[config.mk]
export PLATFORM = sky130hd
export DESIGN_NAME = xalu_acc
export DESIGN_NICKNAME = d
export VERILOG_FILES = /design/src/rtl/xalu_acc.sv
export SDC_FILE = /design/constraint.sdc
export NUM_CORES = 1
export LEC_CHECK = 0
export CORE_MARGIN = 10
export CORE_UTILIZATION = 45
export DETAILED_ROUTE_END_ITERATION = 10
export GPL_TIMING_DRIVEN = 0
export PLACE_DENSITY = 0.69
export SLEW_MARGIN = 20
export SYNTH_ARGS = -nofsm -noshare
export SYNTH_HDL_FRONTEND = slang
export SYNTH_SLANG_ARGS = --single-unit
[constraint.sdc]
create_clock -name clk -period 4.65 [get_ports clk]
set_input_delay 0.93 -clock clk [delete_from_list [all_inputs] [get_ports clk]]
set_output_delay 0.93 -clock clk [all_outputs]
set_load 0.01 [all_outputs]
[src/rtl/xalu_acc.sv]
// Nibble-serial ALU with accumulator: one 4-bit slice of acc is rewritten per cycle.
// Optional subtract support is compiled in with `define XALU_SUB_EN.
module xalu_acc #(
  parameter int W = 8
) (
  input  logic         clk,
  input  logic         rst_n,
  input  logic         ena,
  input  logic         start,
  input  logic [2:0]   func,
  input  logic [W-1:0] op_b,
  input  logic         com,
  input  logic         ci_right,
  input  logic         ci_left,
  input  logic         sub,
  output logic [W-1:0] acc,
  output logic         busy,
  output logic         done,
  output logic         co_left,
  output logic         co_right,
  output logic         zero,
  output logic         neg_zero,
  output logic         equ
);

  localparam int N  = W / 4;
  localparam int KW = (N > 1) ? $clog2(N) : 1;

  typedef enum logic {
    IDLE,
    RUN
  } state_t;

  typedef enum logic [2:0] {
    F_ADD   = 3'd0,
    F_AND   = 3'd1,
    F_OR    = 3'd2,
    F_XOR   = 3'd3,
    F_PASSA = 3'd4,
    F_PASSB = 3'd5,
    F_SHR   = 3'd6,
    F_SHL   = 3'd7
  } func_t;

  state_t        state_q, state_d;
  logic [KW-1:0] k_q, k_d;
  logic          c_q, c_d;
  logic [W-1:0]  acc_q, acc_d;
  func_t         func_q, func_d;
  logic [W-1:0]  b_q, b_d;
  logic          com_q, com_d;
  logic          cil_q, cil_d;
  logic          cir_q, cir_d;
  logic          done_q, done_d;
  logic          co_left_q, co_left_d;
  logic          co_right_q, co_right_d;
  logic          equ_q, equ_d;

`ifdef XALU_SUB_EN
  logic          sub_q, sub_d;
`else
  logic          sub_unused;
  assign sub_unused = sub;
`endif

  logic [3:0]    a_s, b_s, b_e, res, res_w;
  logic          hi_bit, c_next, last_slice;
  logic [4:0]    sum;
  logic [W:0]    ext;

  always_comb begin
    state_d    = state_q;
    k_d        = k_q;
    c_d        = c_q;
    acc_d      = acc_q;
    func_d     = func_q;
    b_d        = b_q;
    com_d      = com_q;
    cil_d      = cil_q;
    cir_d      = cir_q;
    done_d     = done_q;
    co_left_d  = co_left_q;
    co_right_d = co_right_q;
    equ_d      = equ_q;
`ifdef XALU_SUB_EN
    sub_d      = sub_q;
`endif

    // Current slice of A and B; hi_bit is the bit just above the slice, which
    // is still original A (or the left fill bit above the top slice).
    ext    = {cil_q, acc_q};
    a_s    = '0;
    b_s    = '0;
    hi_bit = cil_q;
    for (int unsigned i = 0; i < N; i++) begin
      if (k_q == KW'(i)) begin
        a_s    = acc_q[4*i +: 4];
        b_s    = b_q[4*i +: 4];
        hi_bit = ext[4*i+4];
      end
    end
    last_slice = (k_q == KW'(N-1));

`ifdef XALU_SUB_EN
    b_e = sub_q ? ~b_s : b_s;
`else
    b_e = b_s;
`endif

    sum    = '0;
    res    = '0;
    c_next = c_q;
    case (func_q)
      F_ADD: begin
        sum    = {1'b0, a_s} + {1'b0, b_e} + {4'b0000, c_q};
        res    = sum[3:0];
        c_next = sum[4];
      end
      F_AND:   res = a_s & b_s;
      F_OR:    res = a_s | b_s;
      F_XOR:   res = a_s ^ b_s;
      F_PASSA: res = a_s;
      F_PASSB: res = b_s;
      F_SHR: begin
        res = {hi_bit, a_s[3:1]};
        if (k_q == '0) c_next = a_s[0];
      end
      // c carries the overwritten top bit of the previous slice into this one
      F_SHL: begin
        res    = {a_s[2:0], c_q};
        c_next = a_s[3];
      end
      default: res = a_s;
    endcase
    res_w = res ^ {4{com_q}};

    if (ena) begin
      done_d = 1'b0;
      case (state_q)
        IDLE: begin
          if (start) begin
            func_d  = func_t'(func);
            b_d     = op_b;
            com_d   = com;
            cil_d   = ci_left;
            cir_d   = ci_right;
            c_d     = ci_right;
`ifdef XALU_SUB_EN
            sub_d   = sub && (func_t'(func) == F_ADD);
            if (sub_d) c_d = 1'b1;
`endif
            equ_d   = (acc_q == op_b);
            k_d     = '0;
            state_d = RUN;
          end
        end
        RUN: begin
          for (int unsigned i = 0; i < N; i++) begin
            if (k_q == KW'(i)) acc_d[4*i +: 4] = res_w;
          end
          c_d = c_next;
          k_d = k_q + KW'(1);
          if (last_slice) begin
            k_d        = '0;
            state_d    = IDLE;
            done_d     = 1'b1;
            co_left_d  = ((func_q == F_ADD) || (func_q == F_SHL)) ? c_next : 1'b0;
            co_right_d = (func_q == F_SHR) ? c_next : 1'b0;
          end
        end
        default: state_d = IDLE;
      endcase
    end
  end

  always_ff @(posedge clk) begin
    if (!rst_n) begin
      state_q    <= IDLE;
      k_q        <= '0;
      c_q        <= 1'b0;
      acc_q      <= '0;
      func_q     <= F_ADD;
      b_q        <= '0;
      com_q      <= 1'b0;
      cil_q      <= 1'b0;
      cir_q      <= 1'b0;
      done_q     <= 1'b0;
      co_left_q  <= 1'b0;
      co_right_q <= 1'b0;
      equ_q      <= 1'b0;
`ifdef XALU_SUB_EN
      sub_q      <= 1'b0;
`endif
    end else begin
      state_q    <= state_d;
      k_q        <= k_d;
      c_q        <= c_d;
      acc_q      <= acc_d;
      func_q     <= func_d;
      b_q        <= b_d;
      com_q      <= com_d;
      cil_q      <= cil_d;
      cir_q      <= cir_d;
      done_q     <= done_d;
      co_left_q  <= co_left_d;
      co_right_q <= co_right_d;
      equ_q      <= equ_d;
`ifdef XALU_SUB_EN
      sub_q      <= sub_d;
`endif
    end
  end

  assign acc      = acc_q;
  assign busy     = (state_q == RUN);
  assign done     = done_q;
  assign co_left  = co_left_q;
  assign co_right = co_right_q;
  assign equ      = equ_q;
  assign zero     = (acc_q == '0);
  assign neg_zero = (acc_q == '1);

endmodule

Word-level counts from Yosys, hierarchy flattened
Cells that the tools add are included.

Bits of input ports: 19. Register bits after elaboration: 28.

Reduce and logical (&&, ||, !) cells: 7. $add $sub $neg: 3. Multiplexer cells: 18. Equality and inequality tests: 10. Bitwise operators: 6.

Operators by type and width (number): 4-bit one-hot mux with 8 select lines (1); 3-bit == test, second input constant (4); 1-bit two-way mux (11); 3-bit AND reduction (3); 8-bit == test (1); 8-bit == test, second input constant (1); 8-bit logical NOT (1); 4-bit two-way mux (2); 4-bit XOR (2); 3-bit by 2-bit == test with 1-bit output, second input constant (2); 1-bit one-hot mux with 2 select lines (3); 4-bit by 4-bit adder with 5-bit output (1); 5-bit by 1-bit adder with 5-bit output (1); 4-bit AND (1); 4-bit OR (1); 3-bit by 1-bit == test with 1-bit output, second input constant (1); 3-bit logical NOT (1); 1-bit one-hot mux with 3 select lines (1); 2-bit inequality test, second input constant (1); 1-bit NOT (2); 2-bit AND reduction (1); 1-bit adder, second input constant (1); 1-bit logical OR (1).

Longest topological paths before layout
Gate-level depths: netlist of run 1.

Word-level depth: 5. Depth in mapped cells: 11.

Least setup slack after synthesis of run 1
No wires, ideal clock.

Kind: register to register. Start: reg k_q. End: reg with a tool-made name. Slack: 2.074 ns. Cell stages (with the launch flop): 12. Setup time: 0.115 ns. Period minus slack after synthesis: 2.576 ns. Arrival: 2.462 ns. Buffers on the path: 2. Cells stage by stage: dfxtp_1 buf_6 buf_8 mux2i_1 inv_1 fa_1 fa_1 a21oi_1 o21bai_1 a221oi_1 a21oi_1 o21a_1.

RTL lines: start: declaration (RTL line 46) `logic [KW-1:0] k_q, k_d;`; start signal: assignment (RTL line 196) `k_q <= k_d;`.

==> results of run 1 <==
## final cells by class
| cell class | count | share of cell area |
|---|---|---|
| Multi-Input combinational cell | 191 | 0.5346 |
| Sequential cell | 28 | 0.2249 |
| Timing Repair Buffer | 32 | 0.1285 |
| Buffer | 18 | 0.04418 |
| Tap cell | 52 | 0.02610 |
| Clock buffer | 4 | 0.02209 |
| Inverter | 13 | 0.01958 |
## worst max-delay path by stage
| stage | startpoint | end | slack [ps] | cells past startpoint |
|---|---|---|---|---|
| 2_1_floorplan | k_q$_SDFFE_PN0P_ | register | 2070 | 11 |
| 3_3_place_gp | k_q$_SDFFE_PN0P_ | register | 1680 | 11 |
| 3_5_place_dp | k_q$_SDFFE_PN0P_ | register | 1660 | 11 |
| 4_1_cts | k_q$_SDFFE_PN0P_ | register | 1660 | 11 |
| 5_1_grt | k_q$_SDFFE_PN0P_ | register | 1370 | 11 |
| 6_report | k_q$_SDFFE_PN0P_ | register | 1660 | 11 |
## routing by layer
layer  track usage  share of wire  vias to the layer above
met4       0.04348          0.013                        0
met2        0.2526           0.47                       45
met5             0              0                        -
li1              -              -                      961
met1        0.1983           0.48                      906
met3       0.02434          0.038                        7
## through the flow
step / instances / power, mW
2_1_floorplan: 250 / 0.3582
3_3_place_gp: 334 / 0.4094
3_5_place_dp: 334 / 0.4106
4_1_cts: 338 / 0.5594
5_1_grt: 338 / 0.5868
6_report: 338 / 0.5586
## synth_stat cells (2+ instances only)
cell type / count / area share
sky130_fd_sc_hd__a211oi_1: 2 / 0.0073
sky130_fd_sc_hd__a21o_1: 2 / 0.0073
sky130_fd_sc_hd__a21oi_1: 22 / 0.054
sky130_fd_sc_hd__a31oi_1: 2 / 0.0061
sky130_fd_sc_hd__a32o_1: 2 / 0.0098
sky130_fd_sc_hd__a32oi_1: 2 / 0.0085
sky130_fd_sc_hd__and2_1: 2 / 0.0061
sky130_fd_sc_hd__buf_2: 4 / 0.0098
sky130_fd_sc_hd__buf_6: 3 / 0.016
sky130_fd_sc_hd__clkbuf_1: 9 / 0.016
sky130_fd_sc_hd__dfxtp_1: 28 / 0.27
sky130_fd_sc_hd__fa_1: 2 / 0.020
sky130_fd_sc_hd__ha_1: 8 / 0.049
sky130_fd_sc_hd__inv_1: 12 / 0.022
sky130_fd_sc_hd__mux2_4: 2 / 0.015
sky130_fd_sc_hd__mux2i_1: 10 / 0.049
sky130_fd_sc_hd__nand2_1: 38 / 0.070
sky130_fd_sc_hd__nand2b_1: 4 / 0.012
sky130_fd_sc_hd__nand3_1: 4 / 0.0098
sky130_fd_sc_hd__nand3b_1: 6 / 0.022
sky130_fd_sc_hd__nand4_1: 3 / 0.0091
sky130_fd_sc_hd__nor2_1: 11 / 0.020
sky130_fd_sc_hd__nor2b_1: 3 / 0.0091
sky130_fd_sc_hd__nor3_1: 4 / 0.0098
sky130_fd_sc_hd__nor4_1: 3 / 0.0091
sky130_fd_sc_hd__o2111ai_1: 2 / 0.0085
sky130_fd_sc_hd__o211ai_1: 2 / 0.0073
sky130_fd_sc_hd__o21ai_0: 8 / 0.020
sky130_fd_sc_hd__o21ai_1: 5 / 0.012
sky130_fd_sc_hd__o22ai_1: 2 / 0.0061
sky130_fd_sc_hd__or3_1: 2 / 0.0061
sky130_fd_sc_hd__or4_1: 3 / 0.011
sky130_fd_sc_hd__xnor2_1: 2 / 0.0085
sky130_fd_sc_hd__xor2_1: 10 / 0.043
## worst max-delay path, cell delays in order (launching register included)
cell and delay [ps]:
sky130_fd_sc_hd__dfxtp_1 340, sky130_fd_sc_hd__buf_6 140, sky130_fd_sc_hd__buf_8 150, sky130_fd_sc_hd__mux2i_1 380, sky130_fd_sc_hd__inv_1 130, sky130_fd_sc_hd__fa_1 460, sky130_fd_sc_hd__fa_1 440, sky130_fd_sc_hd__a21oi_1 150
sky130_fd_sc_hd__o21bai_1 100, sky130_fd_sc_hd__a221oi_1 280, sky130_fd_sc_hd__a21oi_1 110, sky130_fd_sc_hd__o21a_1 200
## cells by family after synthesis
group                      Yosys count  share of synthesized area
AOI/OAI and AO/OA                   64                     0.2250
xor gates and xnor gates            12                    0.05122
DFF                                 28                     0.2732
adders and majority gates           10                    0.06830
muxes                               15                    0.08659
and+or+nand+nor                     90                     0.2183
buffers and inverters               31                    0.07743
## sequential cells by signal, indices dropped and copies added, names as in the netlist, named ones only
register and count:
equ 1, co_left 1, busy 1, func_q 3, com_q 1, done 1, k_q 1, b_q 8
acc 8, co_right 1, cil_q 1
## report_power, final
group	leakage [nW]	internal [mW]	switching (mW)	total, mW
Sequential	0.228	0.248	0.00978	0.258
Combinational	0.729	0.0685	0.0797	0.148
Clock	0.0288	0.0760	0.0762	0.152
Total	0.985	0.393	0.166	0.559
==> flow_metrics.env, run 1 <==
export IMPL_globalRoute_totalOverflow=0
export IMPL_synth_warning_count=0
export IMPL_post_synth_instance_area_sq_um=2052
export IMPL_avgSynthCellArea_sq_um=8.208
export IMPL_clock_tree_htree_level_count=1
export IMPL_max_vdd_ir_drop_mv=0.1456
export IMPL_syn_to_final_growth_pct=21.46
export IMPL_synth_ff_latch_count=28
export IMPL_finalMaxSlewViolations=0
export IMPL_rsz0062_at_grt="false"
export IMPL_final_critical_path_setup_slack_ps=1663
export IMPL_fin_area_sq_um=2492
export IMPL_power_leakage_nw=0.9854
export IMPL_finalHoldViolations=0
export IMPL_register_area_sq_um=560.5
export IMPL_timing_rr_start="k_q$_SDFFE_PN0P_"
export IMPL_max_freq_mhz=334.8
export IMPL_grt_antenna_before_repair=0
export IMPL_die_h_microns=87.53
export IMPL_timing_max_cap_violations=0
export IMPL_die_outline_area_sq_um=7661
export IMPL_timing_hold_ws_ps=459.1
export IMPL_drt_antenna_violating_nets=0
export IMPL_route_detailed_vias_per_inst=5.678
export IMPL_place_congestion=0.9270
export IMPL_cts_tree="yes"
export IMPL_cts_root_buffer="sky130_fd_sc_hd__clkbuf_8"
export IMPL_die_w_microns=87.53
export IMPL_synth_async_reset_ratio=0
export IMPL_power_per_cell_area_nw_per_um2=224.1
export IMPL_depth_of_the_worst_register_to_register_path=11
export IMPL_finalCoreUtilization=0.5685
export IMPL_placement_cell_area_sq_um=2437
export IMPL_synth_edff_count=0
export IMPL_drt_iter0_drc=91
export IMPL_commonest_non_fill_non_tap_cell_in_the_layout="sky130_fd_sc_hd__nand2_1"
export IMPL_criticalPathCategory="register to register"
export IMPL_clk_path_buf_depth=2
export IMPL_first_global_vias=1877
export IMPL_ys_types=60
export IMPL_setup_viol=0
export IMPL_timing_worst_slew_pin_value_ps=476.0
export IMPL_place_worst_setup_slack_ps=1663
export IMPL_grt_first_pass_wirelength_microns=9549
export IMPL_slew_headroom=0.6827
export IMPL_dr_pass1_iters=4
export IMPL_path_max_fanout=10
export IMPL_numPortBuffers=32
export IMPL_io_pins=34
export IMPL_post_cts_buffers=0
export IMPL_status="finished clean"
export IMPL_worst_endpoint_arrival_ps=3170
export IMPL_filler_cell_count=418
export IMPL_place_hpwl_microns=4511
export IMPL_clk_latency_ps=280
export IMPL_post_cts_resized=0
export IMPL_combined_area_of_the_multi_input_logic_cells_sq_um=1333
export IMPL_post_route_min_period_ps=2987
export IMPL_antenna_diode_count=0
export IMPL_most_frequent_cells_in_the_layout="sky130_fd_sc_hd__nand2_1 (38), sky130_fd_sc_hd__clkdlybuf4s50_1 (32), sky130_fd_sc_hd__dfxtp_1 (28), sky130_fd_sc_hd__a21oi_1 (22), sky130_fd_sc_hd__inv_1 (12)"
export IMPL_cp_required_ps=4830
export IMPL_synth_nets=279
export IMPL_ys_seq_area_frac=0.2732
export IMPL_timing_final_crit_share=0.6423
export IMPL_total_global_route_track_usage=0.1526
export IMPL_setup_tns_final_ps=0
export IMPL_cts_buffers=3
export IMPL_fp_row_count=24
export IMPL_endpoint_kind="register"
export IMPL_postCtsHoldBufs=0
export IMPL_dominantRegCellSynth="sky130_fd_sc_hd__dfxtp_1"
export IMPL_worst_hold_path_endpoint="equ$_SDFFE_PN0P_"
export IMPL_drt_total_wl_microns=5794
export IMPL_setup_worst_path_start_class="register"
export IMPL_hold_class="register to register"
export IMPL_drc_violation_count_after_routing=0
export IMPL_rrSetupSlack_ps=1660
export IMPL_start_util=0.4680
export IMPL_maximum_number_of_pins_on_one_net_before_global_route_repair=16
export IMPL_design_core_area_sq_um=4384
export IMPL_finish_net_count=316
export IMPL_skew_ps=3.167
export IMPL_cts_clk_slew_worst_paths_ps=90
export IMPL_synthCells=250
export IMPL_num_vias=1919
export IMPL_layout_cell_share_with_drive_strength_beyond_1=0.09441
export IMPL_cts_sinks=28
export IMPL_detail_route_wl_per_cell_microns=17.14
export IMPL_hold_path_depth=2
export IMPL_holdCritStartpoint="equ$_SDFFE_PN0P_"
Note: power is estimated with default switching activity, not from simulation.
==> run 2, diff against run 1 <==
Clock period 4.65 ns to 3.1 ns, I/O delays scaled along.
==> flow_metrics.env, run 2 (synthesis results as in run 1) <==
export IMPL_detail_route_wl_per_cell_microns=17.13
export IMPL_drc_violation_count_after_routing=0
export IMPL_clock_tree_htree_level_count=1
export IMPL_grt_antenna_before_repair=0
export IMPL_fp_row_count=24
export IMPL_post_cts_buffers=0
export IMPL_setup_tns_final_ps=0
export IMPL_filler_cell_count=417
export IMPL_cts_clk_slew_worst_paths_ps=90
export IMPL_path_max_fanout=10
export IMPL_clk_latency_ps=280
export IMPL_layout_cell_share_with_drive_strength_beyond_1=0.09790
export IMPL_cts_tree="yes"
export IMPL_timing_max_cap_violations=0
export IMPL_setup_worst_path_start_class="register"
export IMPL_cts_root_buffer="sky130_fd_sc_hd__clkbuf_8"
export IMPL_die_w_microns=87.53
export IMPL_cp_slowest_stage_delay_ps=450
export IMPL_design_core_area_sq_um=4384
export IMPL_overall_power_uw=842.5
export IMPL_drt_iter0_drc=104
export IMPL_max_vdd_ir_drop_mv=0.2243
export IMPL_start_util=0.4680
export IMPL_commonest_non_fill_non_tap_cell_in_the_layout="sky130_fd_sc_hd__nand2_1"
export IMPL_syn_to_final_growth_pct=22.07
export IMPL_die_h_microns=87.53
export IMPL_critical_path_slowest_cell="sky130_fd_sc_hd__fa_1"
export IMPL_finalHoldViolations=0
export IMPL_finalMaxSlewViolations=0
export IMPL_drt_antenna_violating_nets=0
export IMPL_max_freq_mhz=350.1
export IMPL_slew_headroom=0.6838
export IMPL_register_area_sq_um=560.5
export IMPL_globalRoute_totalOverflow=0
export IMPL_status="finished clean"
export IMPL_skew_ps=2.140
export IMPL_cts_buffers=3
export IMPL_clk_path_buf_depth=2
export IMPL_timing_worst_slew_pin_value_ps=474.3
export IMPL_place_hpwl_microns=4511
export IMPL_endpoint_kind="register"
export IMPL_num_vias=1908
export IMPL_route_detailed_vias_per_inst=5.645
export IMPL_place_congestion=0.9270
export IMPL_cp_required_ps=3290
export IMPL_critical_path_top_delay_family="adder cells"
export IMPL_most_frequent_cells_in_the_layout="sky130_fd_sc_hd__nand2_1 (38), sky130_fd_sc_hd__clkdlybuf4s50_1 (32), sky130_fd_sc_hd__dfxtp_1 (28), sky130_fd_sc_hd__a21oi_1 (22), sky130_fd_sc_hd__inv_1 (12)"
export IMPL_cts_sinks=28
export IMPL_total_global_route_track_usage=0.1526
export IMPL_worst_endpoint_arrival_ps=3040
export IMPL_timing_hold_ws_ps=459.5
export IMPL_numPortBuffers=32
export IMPL_post_route_min_period_ps=2857
export IMPL_antenna_diode_count=0
export IMPL_drt_total_wl_microns=5790
export IMPL_first_global_vias=1877
export IMPL_combined_area_of_the_multi_input_logic_cells_sq_um=1345
export IMPL_die_outline_area_sq_um=7661
export IMPL_io_pins=34
export IMPL_criticalPathCategory="register to register"
export IMPL_critical_path_buf_inv_count=3
export IMPL_maximum_number_of_pins_on_one_net_before_global_route_repair=16
export IMPL_setup_viol=0
export IMPL_dr_pass1_iters=4
export IMPL_power_per_cell_area_nw_per_um2=336.3
export IMPL_rsz0062_at_grt="false"
export IMPL_power_leakage_nw=0.9871
export IMPL_timing_final_crit_share=0.9215
export IMPL_finish_net_count=316
export IMPL_path_cells="buf_6 -> buf_8 -> mux2i_4 -> inv_1 -> fa_1 -> fa_1 -> a21oi_1 -> o21bai_1 -> a221oi_1 -> a21oi_1 -> o21a_1"
export IMPL_hold_class="register to register"
export IMPL_grt_first_pass_wirelength_microns=9549
run 2: report_power, final:
group          internal [mW]  switching, mW
clock                  0.114          0.117
sequential             0.373         0.0152
combinational          0.104          0.120
total                  0.590          0.252
run 2: through the flow:
stage / instances / area, sq um / util / setup WS, ps
final: 338 / 2505 / 0.5713 / 243.4
after CTS: 338 / 2492 / 0.5685 / 105.7
after floorplan: 250 / 2052 / - / 523.7
after global routing: 338 / 2505 / 0.5713 / 18.83
after detailed placement: 334 / 2437 / 0.5559 / 113.5
after global placement: 334 / 2437 / 0.5559 / 133.8
run 2: worst reg2reg max path: stages (launching register included):
cell and delay (ps):
sky130_fd_sc_hd__dfxtp_1 340, sky130_fd_sc_hd__buf_6 140, sky130_fd_sc_hd__buf_8 160, sky130_fd_sc_hd__mux2i_4 290
sky130_fd_sc_hd__inv_1 110, sky130_fd_sc_hd__fa_1 450, sky130_fd_sc_hd__fa_1 440, sky130_fd_sc_hd__a21oi_1 150
sky130_fd_sc_hd__o21bai_1 90, sky130_fd_sc_hd__a221oi_1 280, sky130_fd_sc_hd__a21oi_1 110, sky130_fd_sc_hd__o21a_1 200
run 2: final cells by class:
type / instances / share of cell area
Multi-Input combinational cell: 191 / 0.5370
Timing Repair Buffer: 32 / 0.1279
Inverter: 13 / 0.01948
Sequential cell: 28 / 0.2238
Tap cell: 52 / 0.02597
Clock buffer: 4 / 0.02198
Buffer: 18 / 0.04396
run 2: worst paths after layout:
kind	from	end	slack (ps)	cells past startpoint
setup reg to reg	k_q$_SDFFE_PN0P_	register	240	11
hold / removal	equ$_SDFFE_PN0P_	equ$_SDFFE_PN0P_	460	2
setup / recovery	k_q$_SDFFE_PN0P_	register	240	11
hold reg to reg	equ$_SDFFE_PN0P_	equ$_SDFFE_PN0P_	460	2
run 2: what timing repair did:
action,CTS,global route
resized for setup,0,2
hold buffers,0,0
endpoints found under the setup margin,0,4
hold endpoints to repair,0,0
run 2: routing by layer:
layer / vias to the layer above / routed length [microns] / GRT usage
li1: 957 / - / -
met5: - / 0 / 0
met4: 0 / 74 / 0.04348
met3: 7 / 226 / 0.02434
met2: 42 / 2744 / 0.2526
met1: 902 / 2745 / 0.1983
==> RTL edit 1: new RTL, settings of run 1 <==
Take the reset off `b_q` and load it in a clocked block of its own.
--- a/src/rtl/xalu_acc.sv
+++ b/src/rtl/xalu_acc.sv
@@ -182,3 +182,2 @@
       func_q     <= F_ADD;
-      b_q        <= '0;
       com_q      <= 1'b0;
@@ -199,3 +198,2 @@
       func_q     <= func_d;
-      b_q        <= b_d;
       com_q      <= com_d;
@@ -211,2 +209,6 @@
     end
+  end
+
+  always_ff @(posedge clk) begin
+    b_q <= b_d;
   end
Check against the original RTL: same outputs for any inputs over 4 cycles, from zero or initial values and one cycle with rst_n low; that may be too few to reach the edited logic, so the function may still have changed.
==> RTL edit 1 against run 1 <==
- worst setup slack improved by 2.4 ps
- total power increased by 8.6%
- combinational power shrank 4%
- highest routed layer unchanged
- sequential cell count did not move
- routed wire length decreased by 2.1%
- first-iteration DRC count up 75%
- worst hold slack improved by 9.3 ps
- area after synthesis is 1.3% lower
- final area decreased by 0.45%
==> RTL edit 1: results (changes against run 1) <==
Initial DRC Count=159 (was 91); CP Data Arrival Time=3160 ps (was 3170 ps); VDD IR-drop max=0.174 mV (was 0.146 mV); Post-Synthesis Cells=226 (was 250); worst reg-to-reg setup slack=1670 ps (was 1660 ps); via count of the first global-routing pass=1,777 (was 1,877); initial antenna violation count=0 (unchanged); Hold EP=co_left (was equ); HPWL after DPL=4.35 mm (was 4.51 mm); HP Class=reg -> reg (unchanged); Leak=0.996 nW (was 0.985 nW); CTS Buf Count=3 (unchanged); Global Route Usage Sum=0.154 (was 0.153); Mapped Nets=255 (was 279); Post-DP Area=2410 sq um (was 2440 sq um); multiplexer area fraction after synthesis=0.106 (was 0.0866); largest net degree at the start of global routing=17 (was 16); first-pass GRT wire length=9.27 mm (was 9.55 mm); Synth Area in Compound Gates=0.178 (was 0.225); master cell of the clock root buffer=clkbuf_8 (unchanged); min-delay src=co_left (was equ); DR vias/cell=5.84 (was 5.68); Slew HR=0.614 (was 0.683); Commonest cells post-synth=nand2_1 (24), dfxtp_1 (20), nor2_1 (14) (was nand2_1 (38), dfxtp_1 (28), a21oi_1 (22)); leading post-synthesis cells by cell area=dfxtp_1 (20%), edfxtp_1 (12%), ha_1 (4.9%) (was dfxtp_1 (27%), nand2_1 (7.0%), a21oi_1 (5.4%)); Netlist cell types=56 (was 60); final hold slack=468 ps (was 459 ps); Final nets=292 (was 316); DRT Pass-1 Iters=5 (was 4); fraction of layout cells with a size suffix above 1=0.107 (was 0.0944); final wirelength=5.67 mm (was 5.79 mm); CP max-delay cell=mux2i_1 (was fa_1); Synth Area in XOR/XNOR=0.0433 (was 0.0512); global placer's final weighted congestion=0.895 (was 0.927); Filler cells=408 (was 418); reg2reg path depth=10 (was 11); status=completed (unchanged); crit-path max FO=8 (was 10); number of flops mapped to enable cells by yosys=8 (was 0); adder-cell share of the synthesized area=0.0692 (was 0.0683); final clock skew=1.20 ps (was 3.17 ps)
## RTL edit 1: changes by cell type after synthesis, moves of 3 or more
cell and delta:
clkbuf_1 -3, nor2_1 +3, o21ai_1 -5, nand2b_1 +3, dfxtp_1 -8, nand2_1 -14
edfxtp_1 +8, nand3_1 +8, a21boi_0 +7, nand3b_1 -5, mux2_2 +3, a21oi_1 -13
## RTL edit 1: final cells by class
| cell class | count | area share |
|---|---|---|
| Buffer | 14 | 0.0348 |
| Clock buffer | 3 | 0.0166 |
| Clock inverter | 1 | 0.0121 |
| Inverter | 11 | 0.0166 |
| Multi-Input combinational cell | 173 | 0.506 |
| Sequential cell | 28 | 0.258 |
| Tap cell | 52 | 0.0262 |
| Timing Repair Buffer | 32 | 0.129 |
## RTL edit 1: metal layers
metal  global-route usage  share of wire
met1                0.200           0.45
met2                0.250           0.48
met3               0.0243          0.051
met4               0.0515          0.019
met5                    0              0
## RTL edit 1: power breakdown
part | switching [mW] | leakage, nW | internal [mW]
sequential | 0.00881 | 0.237 | 0.260
combinational | 0.0770 | 0.723 | 0.0651
clock | 0.0800 | 0.0357 | 0.115
total | 0.166 | 0.996 | 0.441
## RTL edit 1: through the flow
stage | util | instances
floorplan | - | 226
global placement | 0.553 | 310
detailed placement | 0.553 | 310
CTS | 0.570 | 314
global route | 0.570 | 314
finish | 0.570 | 314
## RTL edit 1: worst register-to-register path: stages (launching register included)
cell and delay (ps):
dfxtp_1 330, buf_6 160, mux2i_1 470, inv_1 150, fa_1 460, fa_1 410
a21o_1 170, a21oi_1 140, o221ai_1 140, or2_0 220, a32o_1 210
## RTL edit 1: cells by family after synthesis
family                     count (synthesis)
DFF                                       28
adders and majority gates                 10
muxes                                     18
and+or+nand+nor                           88
AOI/OAI and AO/OA                         47
buffers and inverters                     25
xor gates and xnor gates                  10
## RTL edit 1: worst max-delay path by stage
stage                     start   end  slack, ps  cells past startpoint
after floorplan             k_q  flop       2050                     10
after global placement      k_q  flop       1730                     10
after detailed placement    k_q  flop       1700                     10
after CTS                   k_q  flop       1680                     10
after global routing        k_q  flop       1500                     10
final                       k_q  flop       1670                     10
==> RTL edit 2: new RTL, flow settings as in run 1 <==
Made on the original files. The option `XALU_SUB_EN` is turned on by a define.
--- a/src/rtl/xalu_acc.sv
+++ b/src/rtl/xalu_acc.sv
@@ -2,2 +2,4 @@
 // Optional subtract support is compiled in with `define XALU_SUB_EN.
+`define XALU_SUB_EN
+
 module xalu_acc #(
Function: changed (Yosys sat finds a counterexample within 4 cycles, from zero or initial values and one cycle with rst_n low).
==> RTL edit 2 against run 1 <==
- final area is 5.8% higher
- synthesized cell count is 5.6% higher
- worst setup slack lost 320 ps
- routed wire length increased by 3.3%
- sequential power increased by 3%
- total power grew 7.8%
- sequential cell count increased by 1
- area after synthesis up 5.5%
- critical path type unchanged
==> RTL edit 2: results (changes against run 1) <==
Post-DP Area=2550 sq um (was 2440 sq um); clk_lat worst skew=290 ps; Netlist cell types=56 (was 60); largest net degree at the start of global routing=11 (was 16); leading post-synthesis cells by cell area=dfxtp_1 (27%), nand2_1 (7.5%), ha_1 (6.4%) (was dfxtp_1 (27%), nand2_1 (7.0%), a21oi_1 (5.4%)); Mapped Nets=296 (was 279); Tightest Pin Transition=862 ps (was 476 ps); final wirelength=5.99 mm (was 5.79 mm); Initial DRC Count=97 (was 91); CTS Buf Count=5 (was 3); status=completed (unchanged); clock slew at reported path FFs=70 ps (was 90 ps); DRT Pass-1 Iters=4 (unchanged); switching part of the total power=0.298 (was 0.297); Commonest cells post-synth=nand2_1 (43), dfxtp_1 (29), a21oi_1 (20) (was nand2_1 (38), dfxtp_1 (28), a21oi_1 (22)); CP Data Arrival Time=3480 ps (was 3170 ps); HPWL after DPL=4.76 mm (was 4.51 mm); Setup WS pre-CTS=1360 ps (was 1660 ps); Global Route Usage Sum=0.153 (about the same); fraction of layout cells with a size suffix above 1=0.105 (was 0.0944); DR vias/cell=5.73 (was 5.68); first-pass GRT wire length=9.54 mm (was 9.55 mm); VDD IR-drop max=0.175 mV (was 0.146 mV); crit-path max FO=10 (unchanged); Leak=1.06 nW (was 0.985 nW); final clock skew=11.6 ps (was 3.17 ps); # H-tree levels=2 (was 1); global placer's final weighted congestion=0.882 (was 0.927)
-- RTL edit 2: changes by cell type after synthesis, moves of 4 or more --
cell | run 1 | this run
mux2_2 | 1 | 6
o21ai_1 | 5 | 0
nand2_1 | 38 | 43
mux2i_1 | 10 | 6
o21ai_0 | 8 | 4
and3_1 | 1 | 5
-- RTL edit 2: layout make-up --
cell class	count	area (sq um)
Timing Repair Buffer	32	320
Multi-Input combinational cell	203	1440
Sequential cell	29	581
Inverter	14	52.6
Fill cell	465	2060
Clock inverter	2	10.0
Buffer	18	91.3
Clock buffer	6	72.6
Tap cell	54	67.6
-- RTL edit 2: cells by family after synthesis --
logic type,count (synthesis),synth area share
compound gates,54,0.171
simple gates,105,0.248
mux,17,0.107
fa+ha+maj,13,0.0820
flops,29,0.268
buf+inv,32,0.0664
xor+xnor,14,0.0566
-- RTL edit 2: through the flow --
step	std cells	hold WS, ps	utilization
after detailed placement	350	446	0.544
after CTS	358	455	0.562
after global routing	358	481	0.562
after global placement	350	442	0.544
after floorplan	264	436	-
final	358	455	0.562
-- RTL edit 2: per-layer routing --
layer | vias to the layer above | wire length [um] | track usage
li1 | 1029 | - | -
met1 | 948 | 2770 | 0.195
met2 | 62 | 2760 | 0.250
met3 | 14 | 342 | 0.0356
met4 | 0 | 112 | 0.0434
met5 | - | 0 | 0
-- RTL edit 2: final timing paths --
| kind | from | endpoint | slack (ps) | cells after the start |
|---|---|---|---|---|
| worst min register to register | b_q[1] | b_q[1] | 460 | 2 |
| worst max register to register | k_q | acc[5] | 1350 | 10 |
| worst min-delay path | b_q[1] | b_q[1] | 460 | 2 |
| worst max-delay path | k_q | acc[5] | 1350 | 10 |
-- RTL edit 2: tightest hold or removal path, stage by stage, from the launching register on --
cell and delay, ps:
dfxtp_1 310, nand2_1 50, a21oi_1 50
-- RTL edit 2: power groups by stage --
stage	clock [mW]	combinational, mW	sequential [mW]
floorplan	0	0.0870	0.269
global placement	0	0.134	0.270
detailed placement	0	0.135	0.270
CTS	0.203	0.136	0.265
global route	0.213	0.151	0.266
finish	0.202	0.136	0.265
